`config.mk`:
```
export PLATFORM = sky130hd
export DESIGN_NAME = ctrl_unit_mc_flat
export DESIGN_NICKNAME = d
export VERILOG_FILES = /design/src/rtl/ctrl_pkg.sv /design/src/rtl/ctrl_unit_mc_if.sv /design/src/rtl/ctrl_dispatch.sv /design/src/rtl/ctrl_unit_mc.sv /design/src/flat_wrapper.sv
export SDC_FILE = /design/constraint.sdc
export NUM_CORES = 1
export LEC_CHECK = 0
export BUFFER_PORTS_ARGS = -buffer_cell sky130_fd_sc_hd__buf_4
export CAP_MARGIN = 20
export CORE_UTILIZATION = 35
export DETAILED_ROUTE_END_ITERATION = 8
export GPL_TIMING_DRIVEN = 0
export MAX_ROUTING_LAYER = met4
export SLEW_MARGIN = 25
export SYNTH_ARGS = -nofsm -noshare
export SYNTH_HDL_FRONTEND = slang
export SYNTH_SLANG_ARGS = --single-unit
```
`constraint.sdc`:
```
create_clock -name clk -period 2.47 [get_ports clk]
set_input_delay 0 -clock clk [delete_from_list [all_inputs] [get_ports clk]]
set_output_delay 0 -clock clk [all_outputs]
set_load 0.01 [all_outputs]
```
`src/rtl/ctrl_pkg.sv`:
```
// Shared definitions for the multicycle controller.
// Contents: opcode/funct constants of the supported MIPS subset, the FSM
// state type, the exception sub-phase type and the encodings of every
// datapath mux select driven by the controller.
package ctrl_pkg;

  // Opcodes (IR[31:26])
  localparam logic [5:0] NULL  = 6'h00;
  localparam logic [5:0] J     = 6'h02;
  localparam logic [5:0] BEQ   = 6'h04;
  localparam logic [5:0] BNE   = 6'h05;
  localparam logic [5:0] ADDI  = 6'h08;
  localparam logic [5:0] ADDIU = 6'h09;
  localparam logic [5:0] LW    = 6'h23;
  localparam logic [5:0] SW    = 6'h2b;

  // R-type funct codes (IR[5:0])
  localparam logic [5:0] ADD  = 6'h20;
  localparam logic [5:0] SUB  = 6'h22;
  localparam logic [5:0] AND  = 6'h24;
  localparam logic [5:0] MULT = 6'h18;
  localparam logic [5:0] DIV  = 6'h1a;

  typedef enum logic [4:0] {
    S_RST, S_FETCH, S_IR_LOAD, S_DECODE, S_EXEC_R, S_WB_R, S_EXEC_I, S_WB_I,
    S_BRANCH, S_JUMP, S_MEM_ADDR, S_MEM_WR, S_MEM_RD, S_MEM_WB, S_LW_WB,
    S_MD_START, S_MD_WAIT, S_EXC
  } state_t;

  // Sub-steps of the exception sequence: save EPC, read vector, latch MDR, jump
  typedef enum logic [1:0] {EX_EPC, EX_VEC, EX_MDR, EX_PC} exc_phase_t;

  localparam logic [2:0] ALU_PASS = 3'd0;
  localparam logic [2:0] ALU_ADD  = 3'd1;
  localparam logic [2:0] ALU_SUB  = 3'd2;
  localparam logic [2:0] ALU_AND  = 3'd3;

  localparam logic [1:0] IORD_PC     = 2'b00;
  localparam logic [1:0] IORD_ALUOUT = 2'b01;
  localparam logic [1:0] IORD_EXC    = 2'b11;

  localparam logic [1:0] SRCA_PC = 2'b00;
  localparam logic [1:0] SRCA_A  = 2'b01;

  localparam logic [1:0] SRCB_B      = 2'b00;
  localparam logic [1:0] SRCB_4      = 2'b01;
  localparam logic [1:0] SRCB_IMM    = 2'b10;
  localparam logic [1:0] SRCB_IMM_SH = 2'b11;

  localparam logic [2:0] PCS_ALU    = 3'd0;
  localparam logic [2:0] PCS_ALUOUT = 3'd1;
  localparam logic [2:0] PCS_JUMP   = 3'd2;
  localparam logic [2:0] PCS_EXC    = 3'd3;

  localparam logic [1:0] EXC_ILLEGAL = 2'b00;
  localparam logic [1:0] EXC_OVF     = 2'b01;
  localparam logic [1:0] EXC_DIV0    = 2'b10;

  localparam logic [1:0] REGDST_RT = 2'b00;
  localparam logic [1:0] REGDST_RD = 2'b01;

  localparam logic [2:0] M2R_ALUOUT = 3'd0;
  localparam logic [2:0] M2R_MDR    = 3'd1;

  // ALU operation for the R-type arithmetic group
  function automatic logic [2:0] funct_alu_op(input logic [5:0] funct);
    case (funct)
      SUB:     return ALU_SUB;
      AND:     return ALU_AND;
      default: return ALU_ADD;
    endcase
  endfunction

endpackage

```
`src/rtl/ctrl_unit_mc_if.sv`:
```
// Controller <-> datapath bundle.
// master: the controller (consumes ALU/mult-div flags and IR fields,
//         drives every write enable and mux select).
// slave : the datapath side (the mirror image).
interface ctrl_unit_mc_if;
  // datapath -> controller
  logic       Overflow;
  logic       EQ;
  logic       ErroDiv;
  logic       md_done;
  logic [5:0] OPCODE;
  logic [5:0] FUNCT;
  // controller -> datapath
  logic       PCWrite, MemWrite, IRWrite, BRWrite, ABWrite;
  logic       EPCWrite, HIWrite, LOWrite, MDRWrite, ALUOutWrite;
  logic       md_start;
  logic       MultOrDiv;
  logic [2:0] ALUOp;
  logic [1:0] IorD;
  logic [1:0] RegDst;
  logic [1:0] ALUSrcA;
  logic [1:0] ALUSrcB;
  logic [1:0] Exception;
  logic [2:0] MemToReg;
  logic [2:0] PCSource;
  logic       rst_out;
  logic [4:0] state_dbg;

  modport master (
    input  Overflow, EQ, ErroDiv, md_done, OPCODE, FUNCT,
    output PCWrite, MemWrite, IRWrite, BRWrite, ABWrite, EPCWrite, HIWrite,
           LOWrite, MDRWrite, ALUOutWrite, md_start, MultOrDiv, ALUOp, IorD,
           RegDst, ALUSrcA, ALUSrcB, Exception, MemToReg, PCSource, rst_out,
           state_dbg
  );

  modport slave (
    output Overflow, EQ, ErroDiv, md_done, OPCODE, FUNCT,
    input  PCWrite, MemWrite, IRWrite, BRWrite, ABWrite, EPCWrite, HIWrite,
           LOWrite, MDRWrite, ALUOutWrite, md_start, MultOrDiv, ALUOp, IorD,
           RegDst, ALUSrcA, ALUSrcB, Exception, MemToReg, PCSource, rst_out,
           state_dbg
  );
endinterface

```
`src/rtl/ctrl_dispatch.sv`:
```
// Instruction dispatch decode, consulted only in DECODE.
// Ports: opcode, funct (IR fields) in; target (state to enter after
// DECODE) and legal (0 = unsupported encoding, take illegal-opcode trap) out.
module ctrl_dispatch
  import ctrl_pkg::*;
(
  input  logic [5:0] opcode,
  input  logic [5:0] funct,
  output state_t     target,
  output logic       legal
);

  always_comb begin
    target = S_EXC;
    legal  = 1'b1;
    case (opcode)
      NULL: begin
        case (funct)
          ADD, SUB, AND: target = S_EXEC_R;
          MULT, DIV:     target = S_MD_START;
          default:       legal  = 1'b0;
        endcase
      end
      ADDI, ADDIU: target = S_EXEC_I;
      BEQ, BNE:    target = S_BRANCH;
      J:           target = S_JUMP;
      LW, SW:      target = S_MEM_ADDR;
      default:     legal  = 1'b0;
    endcase
  end

endmodule

```
`src/rtl/ctrl_unit_mc.sv`:
```
// Multicycle MIPS-subset controller (Moore FSM).
// Ports: clk, reset (synchronous, active-low), bus (ctrl_unit_mc_if.master:
// ALU/mult-div flags and IR fields in, all datapath enables/selects out).
// MEM_LAT sets the memory wait for instruction fetch, load data and the
// exception vector read; CNT_W must satisfy 2**CNT_W > MEM_LAT.
module ctrl_unit_mc
  import ctrl_pkg::*;
#(
  parameter int MEM_LAT = 3,
  parameter int CNT_W   = 3
) (
  input  logic           clk,
  input  logic           reset,
  ctrl_unit_mc_if.master bus
);

  localparam logic [CNT_W-1:0] CNT_LAST = CNT_W'(MEM_LAT - 1);

  state_t           state_reg, state_next;
  exc_phase_t       phase_reg, phase_next;
  logic [CNT_W-1:0] cnt_reg, cnt_next;
  logic [1:0]       exc_code_reg, exc_code_next;
  logic             md_div_reg, md_div_next;

  state_t disp_target;
  logic   disp_legal;

  ctrl_dispatch u_dispatch (
    .opcode (bus.OPCODE),
    .funct  (bus.FUNCT),
    .target (disp_target),
    .legal  (disp_legal)
  );

  always_ff @(posedge clk) begin
    if (!reset) begin
      state_reg    <= S_RST;
      phase_reg    <= EX_EPC;
      cnt_reg      <= '0;
      exc_code_reg <= EXC_ILLEGAL;
      md_div_reg   <= 1'b0;
    end else begin
      state_reg    <= state_next;
      phase_reg    <= phase_next;
      cnt_reg      <= cnt_next;
      exc_code_reg <= exc_code_next;
      md_div_reg   <= md_div_next;
    end
  end

  always_comb begin
    state_next    = state_reg;
    phase_next    = phase_reg;
    exc_code_next = exc_code_reg;
    md_div_next   = md_div_reg;

    bus.PCWrite     = 1'b0;
    bus.MemWrite    = 1'b0;
    bus.IRWrite     = 1'b0;
    bus.BRWrite     = 1'b0;
    bus.ABWrite     = 1'b0;
    bus.EPCWrite    = 1'b0;
    bus.HIWrite     = 1'b0;
    bus.LOWrite     = 1'b0;
    bus.MDRWrite    = 1'b0;
    bus.ALUOutWrite = 1'b0;
    bus.md_start    = 1'b0;
    bus.MultOrDiv   = 1'b0;
    bus.ALUOp       = ALU_PASS;
    bus.IorD        = IORD_PC;
    bus.RegDst      = REGDST_RT;
    bus.ALUSrcA     = SRCA_PC;
    bus.ALUSrcB     = SRCB_B;
    bus.Exception   = EXC_ILLEGAL;
    bus.MemToReg    = M2R_ALUOUT;
    bus.PCSource    = PCS_ALU;
    bus.rst_out     = 1'b0;

    case (state_reg)
      S_RST: begin
        bus.rst_out = 1'b1;
        state_next  = S_FETCH;
      end
      S_FETCH: begin
        bus.IorD    = IORD_PC;
        bus.ALUSrcA = SRCA_PC;
        bus.ALUSrcB = SRCB_4;
        bus.ALUOp   = ALU_ADD;
        if (cnt_reg == CNT_LAST) state_next = S_IR_LOAD;
      end
      S_IR_LOAD: begin
        bus.PCWrite  = 1'b1;
        bus.IRWrite  = 1'b1;
        bus.PCSource = PCS_ALU;
        bus.ALUSrcA  = SRCA_PC;
        bus.ALUSrcB  = SRCB_4;
        bus.ALUOp    = ALU_ADD;
        state_next   = S_DECODE;
      end
      S_DECODE: begin
        // ALUOut captures the branch target speculatively
        bus.ABWrite     = 1'b1;
        bus.ALUSrcA     = SRCA_PC;
        bus.ALUSrcB     = SRCB_IMM_SH;
        bus.ALUOp       = ALU_ADD;
        bus.ALUOutWrite = 1'b1;
        if (disp_legal) begin
          state_next = disp_target;
        end else begin
          state_next    = S_EXC;
          exc_code_next = EXC_ILLEGAL;
        end
      end
      S_EXEC_R: begin
        bus.ALUSrcA     = SRCA_A;
        bus.ALUSrcB     = SRCB_B;
        bus.ALUOp       = funct_alu_op(bus.FUNCT);
        bus.ALUOutWrite = 1'b1;
        if (bus.Overflow && (bus.FUNCT == ADD || bus.FUNCT == SUB)) begin
          state_next    = S_EXC;
          exc_code_next = EXC_OVF;
        end else begin
          state_next = S_WB_R;
        end
      end
      S_WB_R: begin
        bus.BRWrite  = 1'b1;
        bus.RegDst   = REGDST_RD;
        bus.MemToReg = M2R_ALUOUT;
        state_next   = S_FETCH;
      end
      S_EXEC_I: begin
        bus.ALUSrcA     = SRCA_A;
        bus.ALUSrcB     = SRCB_IMM;
        bus.ALUOp       = ALU_ADD;
        bus.ALUOutWrite = 1'b1;
        // ADDIU never traps
        if (bus.Overflow && bus.OPCODE == ADDI) begin
          state_next    = S_EXC;
          exc_code_next = EXC_OVF;
        end else begin
          state_next = S_WB_I;
        end
      end
      S_WB_I: begin
        bus.BRWrite  = 1'b1;
        bus.RegDst   = REGDST_RT;
        bus.MemToReg = M2R_ALUOUT;
        state_next   = S_FETCH;
      end
      S_BRANCH: begin
        bus.ALUSrcA  = SRCA_A;
        bus.ALUSrcB  = SRCB_B;
        bus.ALUOp    = ALU_SUB;
        bus.PCSource = PCS_ALUOUT;
        bus.PCWrite  = (bus.OPCODE == BNE) ? !bus.EQ : bus.EQ;
        state_next   = S_FETCH;
      end
      S_JUMP: begin
        bus.PCSource = PCS_JUMP;
        bus.PCWrite  = 1'b1;
        state_next   = S_FETCH;
      end
      S_MEM_ADDR: begin
        bus.ALUSrcA     = SRCA_A;
        bus.ALUSrcB     = SRCB_IMM;
        bus.ALUOp       = ALU_ADD;
        bus.ALUOutWrite = 1'b1;
        state_next      = (bus.OPCODE == SW) ? S_MEM_WR : S_MEM_RD;
      end
      S_MEM_WR: begin
        bus.IorD     = IORD_ALUOUT;
        bus.MemWrite = 1'b1;
        state_next   = S_FETCH;
      end
      S_MEM_RD: begin
        bus.IorD = IORD_ALUOUT;
        if (cnt_reg == CNT_LAST) state_next = S_MEM_WB;
      end
      S_MEM_WB: begin
        bus.MDRWrite = 1'b1;
        state_next   = S_LW_WB;
      end
      S_LW_WB: begin
        bus.BRWrite  = 1'b1;
        bus.RegDst   = REGDST_RT;
        bus.MemToReg = M2R_MDR;
        state_next   = S_FETCH;
      end
      S_MD_START: begin
        bus.md_start  = 1'b1;
        bus.MultOrDiv = (bus.FUNCT == DIV);
        md_div_next   = (bus.FUNCT == DIV);
        state_next    = S_MD_WAIT;
      end
      S_MD_WAIT: begin
        bus.MultOrDiv = md_div_reg;
        // ErroDiv is only meaningful together with md_done
        if (bus.md_done) begin
          if (md_div_reg && bus.ErroDiv) begin
            state_next    = S_EXC;
            exc_code_next = EXC_DIV0;
          end else begin
            bus.HIWrite = 1'b1;
            bus.LOWrite = 1'b1;
            state_next  = S_FETCH;
          end
        end
      end
      S_EXC: begin
        bus.Exception = exc_code_reg;
        case (phase_reg)
          EX_EPC: begin
            // PC was already advanced by 4 in IR_LOAD; EPC = PC - 4
            bus.ALUSrcA  = SRCA_PC;
            bus.ALUSrcB  = SRCB_4;
            bus.ALUOp    = ALU_SUB;
            bus.EPCWrite = 1'b1;
            phase_next   = EX_VEC;
          end
          EX_VEC: begin
            bus.IorD = IORD_EXC;
            if (cnt_reg == CNT_LAST) phase_next = EX_MDR;
          end
          EX_MDR: begin
            bus.MDRWrite = 1'b1;
            phase_next   = EX_PC;
          end
          default: begin
            bus.PCSource = PCS_EXC;
            bus.PCWrite  = 1'b1;
            phase_next   = EX_EPC;
            state_next   = S_FETCH;
          end
        endcase
      end
      default: state_next = S_RST;
    endcase

    // Counter restarts on any state or exception sub-phase change
    if (state_next != state_reg || phase_next != phase_reg) begin
      cnt_next = '0;
    end else begin
      cnt_next = cnt_reg + CNT_W'(1);
    end

    bus.state_dbg = state_reg;
  end

endmodule

```
`src/flat_wrapper.sv`:
```
// flat-port wrapper written by rule: the top's interface ports become plain ports
module ctrl_unit_mc_flat import ctrl_pkg::*;
#(
  parameter int MEM_LAT = 3,
  parameter int CNT_W   = 3
)
  (clk, reset, bus_Overflow, bus_EQ, bus_ErroDiv, bus_md_done, bus_OPCODE, bus_FUNCT, bus_PCWrite, bus_MemWrite, bus_IRWrite, bus_BRWrite, bus_ABWrite, bus_EPCWrite, bus_HIWrite, bus_LOWrite, bus_MDRWrite, bus_ALUOutWrite, bus_md_start, bus_MultOrDiv, bus_ALUOp, bus_IorD, bus_RegDst, bus_ALUSrcA, bus_ALUSrcB, bus_Exception, bus_MemToReg, bus_PCSource, bus_rst_out, bus_state_dbg);
  ctrl_unit_mc_if bus_i ();
  input  logic clk;
  input  logic reset;
  input wire logic [$bits(bus_i.Overflow)-1:0] bus_Overflow;
  input wire logic [$bits(bus_i.EQ)-1:0] bus_EQ;
  input wire logic [$bits(bus_i.ErroDiv)-1:0] bus_ErroDiv;
  input wire logic [$bits(bus_i.md_done)-1:0] bus_md_done;
  input wire logic [$bits(bus_i.OPCODE)-1:0] bus_OPCODE;
  input wire logic [$bits(bus_i.FUNCT)-1:0] bus_FUNCT;
  output wire logic [$bits(bus_i.PCWrite)-1:0] bus_PCWrite;
  output wire logic [$bits(bus_i.MemWrite)-1:0] bus_MemWrite;
  output wire logic [$bits(bus_i.IRWrite)-1:0] bus_IRWrite;
  output wire logic [$bits(bus_i.BRWrite)-1:0] bus_BRWrite;
  output wire logic [$bits(bus_i.ABWrite)-1:0] bus_ABWrite;
  output wire logic [$bits(bus_i.EPCWrite)-1:0] bus_EPCWrite;
  output wire logic [$bits(bus_i.HIWrite)-1:0] bus_HIWrite;
  output wire logic [$bits(bus_i.LOWrite)-1:0] bus_LOWrite;
  output wire logic [$bits(bus_i.MDRWrite)-1:0] bus_MDRWrite;
  output wire logic [$bits(bus_i.ALUOutWrite)-1:0] bus_ALUOutWrite;
  output wire logic [$bits(bus_i.md_start)-1:0] bus_md_start;
  output wire logic [$bits(bus_i.MultOrDiv)-1:0] bus_MultOrDiv;
  output wire logic [$bits(bus_i.ALUOp)-1:0] bus_ALUOp;
  output wire logic [$bits(bus_i.IorD)-1:0] bus_IorD;
  output wire logic [$bits(bus_i.RegDst)-1:0] bus_RegDst;
  output wire logic [$bits(bus_i.ALUSrcA)-1:0] bus_ALUSrcA;
  output wire logic [$bits(bus_i.ALUSrcB)-1:0] bus_ALUSrcB;
  output wire logic [$bits(bus_i.Exception)-1:0] bus_Exception;
  output wire logic [$bits(bus_i.MemToReg)-1:0] bus_MemToReg;
  output wire logic [$bits(bus_i.PCSource)-1:0] bus_PCSource;
  output wire logic [$bits(bus_i.rst_out)-1:0] bus_rst_out;
  output wire logic [$bits(bus_i.state_dbg)-1:0] bus_state_dbg;
  assign bus_i.Overflow = bus_Overflow;
  assign bus_i.EQ = bus_EQ;
  assign bus_i.ErroDiv = bus_ErroDiv;
  assign bus_i.md_done = bus_md_done;
  assign bus_i.OPCODE = bus_OPCODE;
  assign bus_i.FUNCT = bus_FUNCT;
  assign bus_PCWrite = bus_i.PCWrite;
  assign bus_MemWrite = bus_i.MemWrite;
  assign bus_IRWrite = bus_i.IRWrite;
  assign bus_BRWrite = bus_i.BRWrite;
  assign bus_ABWrite = bus_i.ABWrite;
  assign bus_EPCWrite = bus_i.EPCWrite;
  assign bus_HIWrite = bus_i.HIWrite;
  assign bus_LOWrite = bus_i.LOWrite;
  assign bus_MDRWrite = bus_i.MDRWrite;
  assign bus_ALUOutWrite = bus_i.ALUOutWrite;
  assign bus_md_start = bus_i.md_start;
  assign bus_MultOrDiv = bus_i.MultOrDiv;
  assign bus_ALUOp = bus_i.ALUOp;
  assign bus_IorD = bus_i.IorD;
  assign bus_RegDst = bus_i.RegDst;
  assign bus_ALUSrcA = bus_i.ALUSrcA;
  assign bus_ALUSrcB = bus_i.ALUSrcB;
  assign bus_Exception = bus_i.Exception;
  assign bus_MemToReg = bus_i.MemToReg;
  assign bus_PCSource = bus_i.PCSource;
  assign bus_rst_out = bus_i.rst_out;
  assign bus_state_dbg = bus_i.state_dbg;
  ctrl_unit_mc #(.MEM_LAT(MEM_LAT), .CNT_W(CNT_W)) u_core (.clk(clk), .reset(reset), .bus(bus_i));
endmodule
```
Word-level counts from Yosys, hierarchy flattened. Index checks and enable logic that the tools add are counted.

Register bits after elaboration: 13. Input port bits: 18. Output and inout bits: 37. Logic and storage cells: 129.

$add $sub $neg: 1. Equality and inequality tests: 39. Multiplexer cells: 54. Bitwise logic cells: 1. Reduce and logical (&&, ||, !) cells: 29.

Operators by type and width (number): $pmux W5 S12 (1); $eq A5 B4 Y1 const B (8); $mux W5 (8); $eq A6 B6 Y1 const B (5); $pmux W5 S5 (1); $mux W2 (11); $eq A5 B3 Y1 const B (4); $mux W1 (20); $reduce_or A2 Y1 (9); $pmux W2 S4 (2); $reduce_or A7 Y1 (2); $eq A6 B3 Y1 const B (2); $eq A6 B4 Y1 const B (2); $eq A6 B5 Y1 const B (2); $pmux W3 S4 (1); $eq A5 B2 Y1 const B (2); $eq A5 B5 Y1 const B (2); $pmux W5 S2 (1); $reduce_or A5 Y1 (2); $pmux W3 S3 (1); $reduce_or A3 Y1 (3); $pmux W2 S2 (2); $reduce_or A4 Y1 (2); $eq A6 B2 Y1 const B (1); other kinds (22) (30).

Longest topological paths before layout. Gate-level depths: netlist of run 1.

Depth after elaboration: 9. Depth in mapped cells: 8. Depth with buffers taken out: 8.

By module. Synthesis of run 1 repeated with hierarchy kept, for this count alone.

Cell total of the unflattened synthesis: 229. Area, all modules: 1636.6 µm².

Modules (own cells, without submodules): ctrl_unit_mc (instances 1, cells each 200, area each 1435.1 µm², seq. area each 260.2 µm²); ctrl_dispatch (instances 1, cells each 29, area each 201.4 µm², seq. area each 0.0 µm²).

Worst setup path after synthesis of run 1. Ideal clock, no wire load.

Path type: reg2reg. Start: reg u_core.state_reg[0], in the netlist u_core.bus.state_dbg[0]. End: reg u_core.cnt_reg[2]. Library setup time: 0.078 ns. Arrival time: 2.174 ns. Data required time: 2.392 ns. Setup slack: 0.219 ns. Cell stages (with the launch flop): 8. Path buffers: 1. Clock period less this slack: 2.251 ns. Path through: dfxtp_1 buf_1 mux2i_1 nor3_1 a311o_1 o31a_1 a2111o_1 nor3_1.

Longest elaborated chain between the ends: 6. Elaborated cells between the ends (all ways): 29. Classes of those cells: eq/ne: 19; mux: 6; reduce/logical: 4.

RTL lines: start, declared (line ctrl_unit_mc.sv:19) `state_t state_reg, state_next;`; start signal, assigned (line ctrl_unit_mc.sv:43) `state_reg <= state_next;`; $eq A5 B3 Y1 (tied with other cells) (line ctrl_unit_mc.sv:79) `case (state_reg)`; $reduce_or A7 Y1 (no source line); $pmux W5 S12 (line ctrl_unit_mc.sv:79); $ne A5 B5 Y1 (line ctrl_unit_mc.sv:241) `if (state_next != state_reg || phase_next != phase_reg) begin`; $logic_or A1 B1 Y1 * (line ctrl_unit_mc.sv:241); $reduce_or A2 Y1 (no source line) *; end signal, assigned (line ctrl_unit_mc.sv:45) `cnt_reg <= cnt_next;`; end, declared (line ctrl_unit_mc.sv:21) `logic [CNT_W-1:0] cnt_reg, cnt_next;`.

Mark *: on every way between the ends. The rest lies on a longest branch, timed or not. A chain may end at the register's enable or synchronous reset.

Worst setup path after layout of run 1.
Start: reg u_core.state_reg[4], in the netlist u_core.bus.state_dbg[4]. End: reg u_core.cnt_reg[2].

Same word-level chain as after synthesis.

==> results of run 1 <==
-- cells in the mapped netlist, drive strengths merged, types with 4 or more instances --
library cell  number
nor2              28
nand2             16
a21oi             15
nor3              14
dfxtp             13
buf               12
inv                9
and3               8
o21ai              8
clkbuf             7
nand3              5
nor4               5
or4b               5
and2               4
nand3b             4
o211ai             4
o31a               4
-- metal layers --
metal / vias up / share of wire (%) / track usage [%]
li1: 931 / - / -
met1: 833 / 45 / 32.8
met2: 82 / 46 / 37.3
met3: 3 / 8.7 / 3.67
met4: 0 / 0.28 / 3.39
met5: - / 0 / -
-- layout make-up --
| cell class | instances | area share [%] |
|---|---|---|
| Buffer | 19 | 5.77 |
| Clock buffer | 3 | 2.03 |
| Clock inverter | 1 | 0.246 |
| Inverter | 10 | 1.84 |
| Multi-Input combinational cell | 182 | 56.9 |
| Sequential cell | 13 | 12.8 |
| Tap cell | 50 | 3.07 |
| Timing Repair Buffer | 47 | 17.3 |
-- critical path: stages, from the launching register on --
cell and delay [ps]:
dfxtp_1 320, buf_6 140, or3b_4 420, or4b_4 550
o41ai_2 100, a2111oi_2 100, a2111o_1 450, nor3_1 190
-- per-stage QoR --
step | TNS, ps | instances | power, mW
floorplan | 0 | 224 | 0.326
global placement | -81.2 | 321 | 0.395
detailed placement | -85.4 | 321 | 0.395
CTS | 0 | 325 | 0.593
global route | -13.1 | 325 | 0.624
finish | 0 | 325 | 0.593
-- cells by family after synthesis --
family | count (synthesis)
AOI/OAI and AO/OA | 58
xor gates and xnor gates | 3
adders and majority gates | 2
buffers and inverters | 29
muxes | 1
and+or+nand+nor | 112
DFF | 13
other | 1
-- cells in the final DEF (no fill, tap or decap), types with 5 or more instances in the layout --
| cell type | n |
|---|---|
| inv_1 | 8 |
| nand2_1 | 16 |
| nor3_1 | 13 |
| and3_1 | 8 |
| nor2_1 | 28 |
| nand3_1 | 5 |
| o21ai_0 | 8 |
| nor4_1 | 5 |
| a21oi_1 | 15 |
| dfxtp_1 | 12 |
| buf_4 | 54 |
| conb_1 | 6 |
-- final timing paths --
kind | startpoint | to | slack [ps] | cells after the start
worst max-delay path | u_core.bus.state_dbg[4]$_SDFF_PN0_ | u_core.cnt_reg[2]$_SDFF_PP0_ | 130 | 7
worst min-delay path | reset | u_core.bus.state_dbg[1]$_SDFF_PN0_ | 10 | 2
worst max register to register | u_core.bus.state_dbg[4]$_SDFF_PN0_ | u_core.cnt_reg[2]$_SDFF_PP0_ | 130 | 7
worst min register to register | u_core.exc_code_reg[1]$_SDFFE_PN0P_ | u_core.exc_code_reg[1]$_SDFFE_PN0P_ | 460 | 2
-- timing repair --
item	CTS	global route
pin swaps	0	1
endpoints found under the hold margin	0	0
gates cloned	0	0
gates resized for setup	2	13
endpoints found under the setup margin	3	10
-- power by group through the flow --
stage	clock, mW	sequential, mW	combinational [mW]
after detailed placement	0	0.227	0.168
after global placement	0	0.227	0.168
after global routing	0.209	0.224	0.191
final	0.196	0.223	0.174
after floorplan	0	0.226	0.0999
after CTS	0.201	0.222	0.169
==> run summary, run 1 <==
Core Util, Final -> 49.8%
TritonRoute pass-1 iters -> 4
Sw Ratio -> 31.6%
Clk slew on worst S/H paths -> 60 ps
# diodes -> 0
DR vias -> 1849
Max-slew violation count -> 0
Sequential fraction of the synthesis area -> 17.1%
Slew HR -> 52.3%
Final worst path period share -> 94.8%
Sequential cell area -> 262 sq um
Initial core utilization -> 37.2%
Endpoint class of the critical path -> flop
Final hold viol count -> 0
Final Cell Area -> 2040 sq um
Rows -> 23
# hold bufs at CTS -> 0
Mean area per synthesized cell -> 6.95 sq um
PnR worst setup slack -> 129 ps
Post-CTS Repair Setup Buffers -> 0
Status -> finished clean
Vias in the first global route -> 1613
Root Driver -> clkbuf_8
Layout area overhead -> 33.9%
Post-layout min period -> 2340 ps
Layout cell share with drive strength beyond 1 -> 30.2%
Post-synth top area cell -> dfxtp_1
Residual DRC -> 0
XOR/XNOR Fraction of Synth Area -> 1.73%
Arr. time, crit path -> 2520 ps
Congestion Overflow GR -> 0
Yosys cell types -> 59
WL/cell -> 15.6 um
Die Span X -> 67.9 um
Asr flop ratio synth -> 0%
Core area -> 4090 sq um
Compound-Gate Fraction of Synth Area -> 28.0%
Num CTS Buffers -> 3
First-pass GRT wire length -> 7960 um
Area contributors post-synth -> dfxtp_1, nor2_1, a21oi_1
Area of the multi-input gates -> 1160 sq um
DP HPWL -> 3950 um
Power per standard cell area -> 291 nW/um^2
Synthesis-stage register bit count -> 13
Fin Hold WS -> 10.6 ps
Main combinational cell family by area after synthesis -> simple AND/OR/NAND/NOR gates
Internal -> 0.406 mW
Crit path required time -> 2650 ps
Ys flop type -> dfxtp_1
Sequential power share -> 37.5%
Max Freq -> 427 MHz
Setup violators final -> 0
Leak pwr -> 0.930 nW
CP startpoint kind -> flop
Yosys Warn Count -> 0
Iter 0 DRT Violations -> 144
Hold WC Path Type -> input pin to flop
Placed inst area -> 1960 sq um
Simple-gate area share of the yosys netlist -> 41.1%
Least-Margin Pin Slew -> 706 ps
CTS tree -> done
Top cell type's share of synthesized area -> 17.1%
Adder-cell area share of the yosys netlist -> 1.64%
Switching power -> 0.187 mW
Antenna violations before repair -> 0
Die H -> 67.9 um
Max reg flops -> 5
Nets -> 296
Filler cells -> 424
Dpl ws -> -33.8 ps
EDFF count, synth -> 0
Clock power share -> 33.1%
Combinational share of power -> 29.4%
Vias/cell -> 5.69
Mapped Area -> 1520 sq um
RePlAce Congestion -> 0.888
Synth Instances -> 219
Clk buf depth -> 2
Input/output buffers -> 47
CP Max Fanout -> 10
Tot GR Track Use -> 23.8%
Setup Crit Path Kind -> flop to flop
Post-synthesis mux area share -> 0.658%
Maxcap violations -> 0
Area of the die -> 4610 sq um
Sink Count -> 13
Post-route ant nets -> 0
VDD IR max -> 0.171 mV
Largest net degree at the start of global routing -> 11
Clock Skew -> 2.26 ps
Drt total wl -> 5070 um
Clk Latency, worst-skew pair -> 250 ps
H-tree levels -> 1
Ports -> 55
Power figures use the tool's default switching activity.
==> run 2: changes to the inputs <==
- CTS_BUF_LIST: not set -> sky130_fd_sc_hd__clkbuf_4
==> run 2 against run 1 <==
Combinational power about the same. First-iteration DRC count fell by 9.0%. Critical path depth unchanged. Critical endpoint unchanged.
==> run summary, run 2 (synthesized netlist as in run 1, its figures left out) <==
H-tree levels -> 1 (unchanged)
Clock Skew -> 1.26 ps (was 2.26 ps)
Nets -> 297 (was 296)
Arr. time, crit path -> 2580 ps (was 2520 ps)
CTS tree -> done (unchanged)
CP Max Fanout -> 10 (unchanged)
Least-Margin Pin Slew -> 715 ps (was 706 ps)
Slew HR -> 51.7% (was 52.3%)
Rows -> 23 (unchanged)
# diodes -> 0 (unchanged)
Core area -> 4090 sq um (unchanged)
Antenna violations before repair -> 0 (unchanged)
Iter 0 DRT Violations -> 131 (was 144)
Setup TNS -> 0 ps (unchanged)
Clk slew on worst S/H paths -> 90 ps (was 60 ps)
Max Freq -> 424 MHz (was 427 MHz)
Final Cell Area -> 2030 sq um (was 2040 sq um)
Max reg flops -> 5 (unchanged)
Crit path required time -> 2690 ps (was 2650 ps)
Layout cell share with drive strength beyond 1 -> 30.1% (was 30.2%)
Area of the die -> 4610 sq um (unchanged)
Setup violators final -> 0 (unchanged)
Tot GR Track Use -> 23.7% (was 23.8%)
Placed inst area -> 1960 sq um (unchanged)
Post-route ant nets -> 0 (unchanged)
Input/output buffers -> 47 (unchanged)
Root Driver -> clkbuf_4 (was clkbuf_8)
DR vias -> 1863 (was 1849)
Final worst path period share -> 95.6% (was 94.8%)
TritonRoute pass-1 iters -> 6 (was 4)
Worst hold start -> bus_FUNCT[0] (was reset)
Largest net degree at the start of global routing -> 11 (unchanged)
DP HPWL -> 3950 um (unchanged)
Endpoint class of the critical path -> flop (unchanged)
Power per standard cell area -> 266 nW/um^2 (was 291 nW/um^2)
Hold WC Path Type -> input pin to flop (unchanged)
Layout area overhead -> 33.1% (was 33.9%)
Sink Count -> 13 (unchanged)
Fin Hold WS -> 70.2 ps (was 10.6 ps)
Congestion Overflow GR -> 0 (unchanged)
Die H -> 67.9 um (unchanged)
Die Span X -> 67.9 um (unchanged)
Drt total wl -> 5110 um (was 5070 um)
Max-slew violation count -> 0 (unchanged)
Num CTS Buffers -> 3 (unchanged)
Vias/cell -> 5.71 (was 5.69)
VDD IR max -> 0.180 mV (was 0.171 mV)
Commonest non-fill, non-tap cell in the layout -> buf_4 (unchanged)
Status -> finished clean (unchanged)
Vias in the first global route -> 1611 (was 1613)
Setup Crit Path Kind -> flop to flop (unchanged)
Clk buf depth -> 2 (unchanged)
WL/cell -> 15.7 um (was 15.6 um)
Maxcap violations -> 0 (unchanged)
CP startpoint kind -> flop (unchanged)
Final hold viol count -> 0 (unchanged)
Most frequent cells in the layout -> buf_4, nor2_1, nand2_1, a21oi_1, nor3_1 (unchanged)
Residual DRC -> 0 (unchanged)
Core Util, Final -> 49.6% (was 49.8%)
Critical Path Source -> u_core.bus.state_dbg[0]$_SDFF_PN0_ (was u_core.bus.state_dbg[4]$_SDFF_PN0_)
Ports -> 55 (unchanged)
First-pass GRT wire length -> 7960 um (about the same)
Post-layout min period -> 2360 ps (was 2340 ps)
Leak pwr -> 0.927 nW (was 0.930 nW)
RePlAce Congestion -> 0.888 (unchanged)
Reg2reg start -> u_core.bus.state_dbg[0]$_SDFF_PN0_ (was u_core.bus.state_dbg[4]$_SDFF_PN0_)
Initial core utilization -> 37.2% (unchanged)
Final Power -> 0.539 mW (was 0.593 mW)
Clk Latency, worst-skew pair -> 290 ps (was 250 ps)
[run 2: cell count changes in the layout (fill, tap and decap cells not counted), sizes merged]
cell,change
buf,+1
clkbuf,-1
dlygate4sd3,+1
[run 2: what timing repair did]
action	CTS	global route
setup endpoints to repair	3	12
hold buffers	1	0
pin swaps	0	1
gates resized for setup	2	12
endpoints found under the hold margin	2	0
buffers inserted	0	0
[run 2: final cells by class]
class	count	area [sq um]
Buffer	19	115
Clock buffer	3	22.5
Inverter	10	37.5
Timing Repair Buffer	48	363
Clock inverter	1	5.00
Multi-Input combinational cell	182	1160
Tap cell	50	62.6
Fill cell	428	2060
Sequential cell	13	262
[run 2: final timing paths]
check | endpoint | slack, ps | cells past startpoint
setup / recovery | u_core.cnt_reg[2]$_SDFF_PP0_ | 110 | 7
hold / removal | u_core.md_div_reg$_SDFFE_PN0P_ | 70 | 3
setup reg to reg | u_core.cnt_reg[2]$_SDFF_PP0_ | 110 | 7
hold reg to reg | u_core.cnt_reg[0]$_SDFF_PP0_ | 470 | 1
[run 2: power breakdown]
group	internal [mW]	switching [mW]	total, mW	leakage (nW)
clock	0.0603	0.0815	0.142	0.0177
combinational	0.0788	0.0966	0.175	0.803
sequential	0.216	0.00648	0.222	0.106
total	0.355	0.185	0.539	0.927
[run 2: critical path, cell delays in order (launching register included)]
cell,delay (ps)
dfxtp_1,440
clkbuf_4,250
mux2i_1,200
nor3_1,70
a311o_1,370
o31a_1,310
a2111o_1,450
nor3_1,190
[run 2: routing by layer]
layer  share of wire (%)  track usage [%]  vias to the layer above  wire length (um)
li1                    -                -                      931                 -
met1                  46             32.8                      851              2330
met2                  47             37.3                       77              2380
met3                 7.2             3.17                        4               369
met4                0.49             3.39                        0                25
met5                   0                -                        -                 0
[run 2: stage by stage]
| step | setup slack (ps) | instances |
|---|---|---|
| after floorplan | 219 | 224 |
| after global placement | -35.9 | 321 |
| after detailed placement | -33.8 | 321 |
| after CTS | 50.9 | 326 |
| after global routing | -18.7 | 326 |
| final | 109 | 326 |
==> run 3: changes to the inputs <==
- BUFFER_PORTS_ARGS: -buffer_cell sky130_fd_sc_hd__buf_4 -> -buffer_cell sky130_fd_sc_hd__buf_2
==> run 3 against run 2 <==
Highest routed layer unchanged. Largest cell class unchanged. Sequential power barely moved. Final cell count stayed put. Register-to-register slack improved by 40 ps. Critical endpoint unchanged. Critical path depth is the same. Routed wire length shrank 0.86%. Fmax grew 1.9%. Via count unchanged.
==> run summary, run 3 (synthesized netlist as in run 1, its figures left out) <==
H-tree levels -> 1 (unchanged)
Input/output buffers -> 47 (unchanged)
Layout area overhead -> 26.2% (was 33.1%)
Slowest cell on crit path -> or4b_4 (was a2111o_1)
Least-Margin Pin Slew -> 730 ps (was 715 ps)
Reg2reg start -> u_core.bus.state_dbg[4]$_SDFF_PN0_ (was u_core.bus.state_dbg[0]$_SDFF_PN0_)
Die Span X -> 67.9 um (unchanged)
Critical Path End -> u_core.cnt_reg[2]$_SDFF_PP0_ (unchanged)
Setup Crit Path Kind -> flop to flop (unchanged)
Final Power -> 0.526 mW (was 0.539 mW)
TritonRoute pass-1 iters -> 4 (was 6)
Cell depth of the worst setup path -> 7 (unchanged)
Unrepaired setup endpoints after global routing -> no
Max incr delay on CP -> 550 ps (was 450 ps)
Combinational share of power -> 30.7% (was 32.5%)
CP startpoint kind -> flop (unchanged)
Die H -> 67.9 um (unchanged)
Max reg flops -> 5 (unchanged)
Nets -> 297 (unchanged)
Final hold viol count -> 0 (unchanged)
Initial core utilization -> 37.2% (unchanged)
Arr. time, crit path -> 2540 ps (was 2580 ps)
Leak pwr -> 0.919 nW (was 0.927 nW)
Crit-path cells -> buf_6 > or3b_4 > or4b_4 > o41ai_2 > a2111oi_2 > a2111o_1 > nor3_1 (was clkbuf_4 > mux2i_1 > nor3_1 > a311o_1 > o31a_1 > a2111o_1 > nor3_1)
Sw Ratio -> 34.8% (was 34.2%)
Status -> finished clean (unchanged)
Clk slew on worst S/H paths -> 90 ps (about the same)
Reg2Reg Setup Slack -> 150 ps (was 110 ps)
Area of the die -> 4610 sq um (unchanged)
Antenna violations before repair -> 0 (unchanged)
Clock Skew -> 0.909 ps (was 1.26 ps)
Max Freq -> 432 MHz (was 424 MHz)
Maxcap violations -> 0 (unchanged)
Fin Hold WS -> 121 ps (was 70.2 ps)
Sequential power share -> 42.3% (was 41.2%)
RePlAce Congestion -> 0.949 (was 0.888)
Layout cell share with drive strength beyond 1 -> 30.4% (was 30.1%)
Critical Path Source -> u_core.bus.state_dbg[4]$_SDFF_PN0_ (was u_core.bus.state_dbg[0]$_SDFF_PN0_)
Clock power share -> 27.0% (was 26.3%)
Vias/cell -> 5.71 (unchanged)
Setup violators final -> 0 (unchanged)
Sink Count -> 13 (unchanged)
# diodes -> 0 (unchanged)
Num CTS Buffers -> 3 (unchanged)
Root Driver -> clkbuf_4 (unchanged)
Largest net degree at the start of global routing -> 11 (unchanged)
Most frequent cells in the layout -> buf_2, nor2_1, nand2_1, a21oi_1, nor3_1 (was buf_4, nor2_1, nand2_1, a21oi_1, nor3_1)
CP Max Fanout -> 10 (unchanged)
Drt total wl -> 5070 um (was 5110 um)
Switching power -> 0.183 mW (was 0.185 mW)
Hold WC Path Type -> input pin to flop (unchanged)
Max-slew violation count -> 0 (unchanged)
Core Util, Final -> 47.0% (was 49.6%)
CTS tree -> done (unchanged)
Worst Reg-to-Reg Cells -> 7 (unchanged)
Internal -> 0.343 mW (was 0.355 mW)
Ports -> 55 (unchanged)
First-pass GRT wire length -> 7920 um (was 7960 um)
Commonest non-fill, non-tap cell in the layout -> buf_2 (was buf_4)
Power per standard cell area -> 274 nW/um^2 (was 266 nW/um^2)
Residual DRC -> 0 (unchanged)
Clk Latency, worst-skew pair -> 290 ps (about the same)
WL/cell -> 15.5 um (was 15.7 um)
Iter 0 DRT Violations -> 110 (was 131)
Setup TNS -> 0 ps (unchanged)
Final worst path period share -> 93.8% (was 95.6%)
Crit path required time -> 2690 ps (about the same)
Buffers & Inverters on Critical Path -> 1 (unchanged)
VDD IR max -> 0.326 mV (was 0.180 mV)
Post-layout min period -> 2320 ps (was 2360 ps)
Post-route ant nets -> 0 (unchanged)
Endpoint class of the critical path -> flop (unchanged)
Tot GR Track Use -> 23.8% (was 23.7%)
Reg2reg end -> u_core.cnt_reg[2]$_SDFF_PP0_ (unchanged)
Vias in the first global route -> 1629 (was 1611)
Rows -> 23 (unchanged)
Core area -> 4090 sq um (unchanged)
DP HPWL -> 3890 um (was 3950 um)
Congestion Overflow GR -> 0 (unchanged)
CP delay by family, top -> simple AND/OR/NAND/NOR gates (was compound AO/OA/AOI/OAI gates)
DR vias -> 1863 (unchanged)
Clk buf depth -> 2 (unchanged)
Slew HR -> 50.7% (was 51.7%)
## run 3: how the worst min path moves through the flow
stage / startpoint / endpoint / slack, ps / cells after the start
finish: bus_FUNCT[0] / u_core.md_div_reg$_SDFFE_PN0P_ / 120 / 3
floorplan: reset / u_core.bus.state_dbg[1]$_SDFF_PN0_ / 130 / 1
global placement: reset / u_core.bus.state_dbg[1]$_SDFF_PN0_ / 280 / 2
global route: bus_FUNCT[0] / u_core.md_div_reg$_SDFFE_PN0P_ / 110 / 3
detailed placement: reset / u_core.bus.state_dbg[1]$_SDFF_PN0_ / 280 / 2
CTS: bus_FUNCT[0] / u_core.md_div_reg$_SDFFE_PN0P_ / 100 / 3
## run 3: metrics by stage
step | area, sq um | cells | setup slack, ps
after floorplan | 1540 | 224 | 219
after global placement | 1840 | 321 | -0.123
after detailed placement | 1840 | 321 | -61.4
after CTS | 1880 | 326 | 19.8
after global routing | 1920 | 326 | 26.0
final | 1920 | 326 | 153
## run 3: cell type report
cell class                 count  area [sq um]
fill                         455          2170
multi-input combinational    182          1170
sequential                    13           262
timing repair buffer          48           245
buffer                        19           115
tap                           50          62.6
inverter                      10          37.5
clock buffer                   3          22.5
clock inverter                 1          5.00
## run 3: power by group through the flow
stage	clock network, mW	registers, mW	logic [mW]
finish	0.142	0.222	0.161
global route	0.152	0.223	0.180
CTS	0.144	0.222	0.157
detailed placement	0	0.227	0.155
global placement	0	0.227	0.155
floorplan	0	0.226	0.0999
## run 3: timing repair
action | 4_1_cts | 5_1_grt
hold buffers | 1 | 0
buffers inserted | 0 | 0
endpoints found under the hold margin | 2 | 0
resized for setup | 1 | 15
pin swaps | 0 | 1
setup endpoints to repair | 3 | 4
## run 3: tightest hold or removal path: cells and delay by family
family | cells | cell delay (ps)
buffers and inverters | 1 | 110
AOI/OAI and AO/OA | 1 | 90
and+or+nand+nor | 1 | 170
## run 3: layer usage
layer | vias to the layer above | share of wire, % | global-route usage [%]
met2 | 72 | 46 | 38.4
met4 | 0 | 0.53 | 3.13
met1 | 855 | 47 | 32.0
met5 | - | 0 | -
li1 | 931 | - | -
met3 | 5 | 6.9 | 3.50
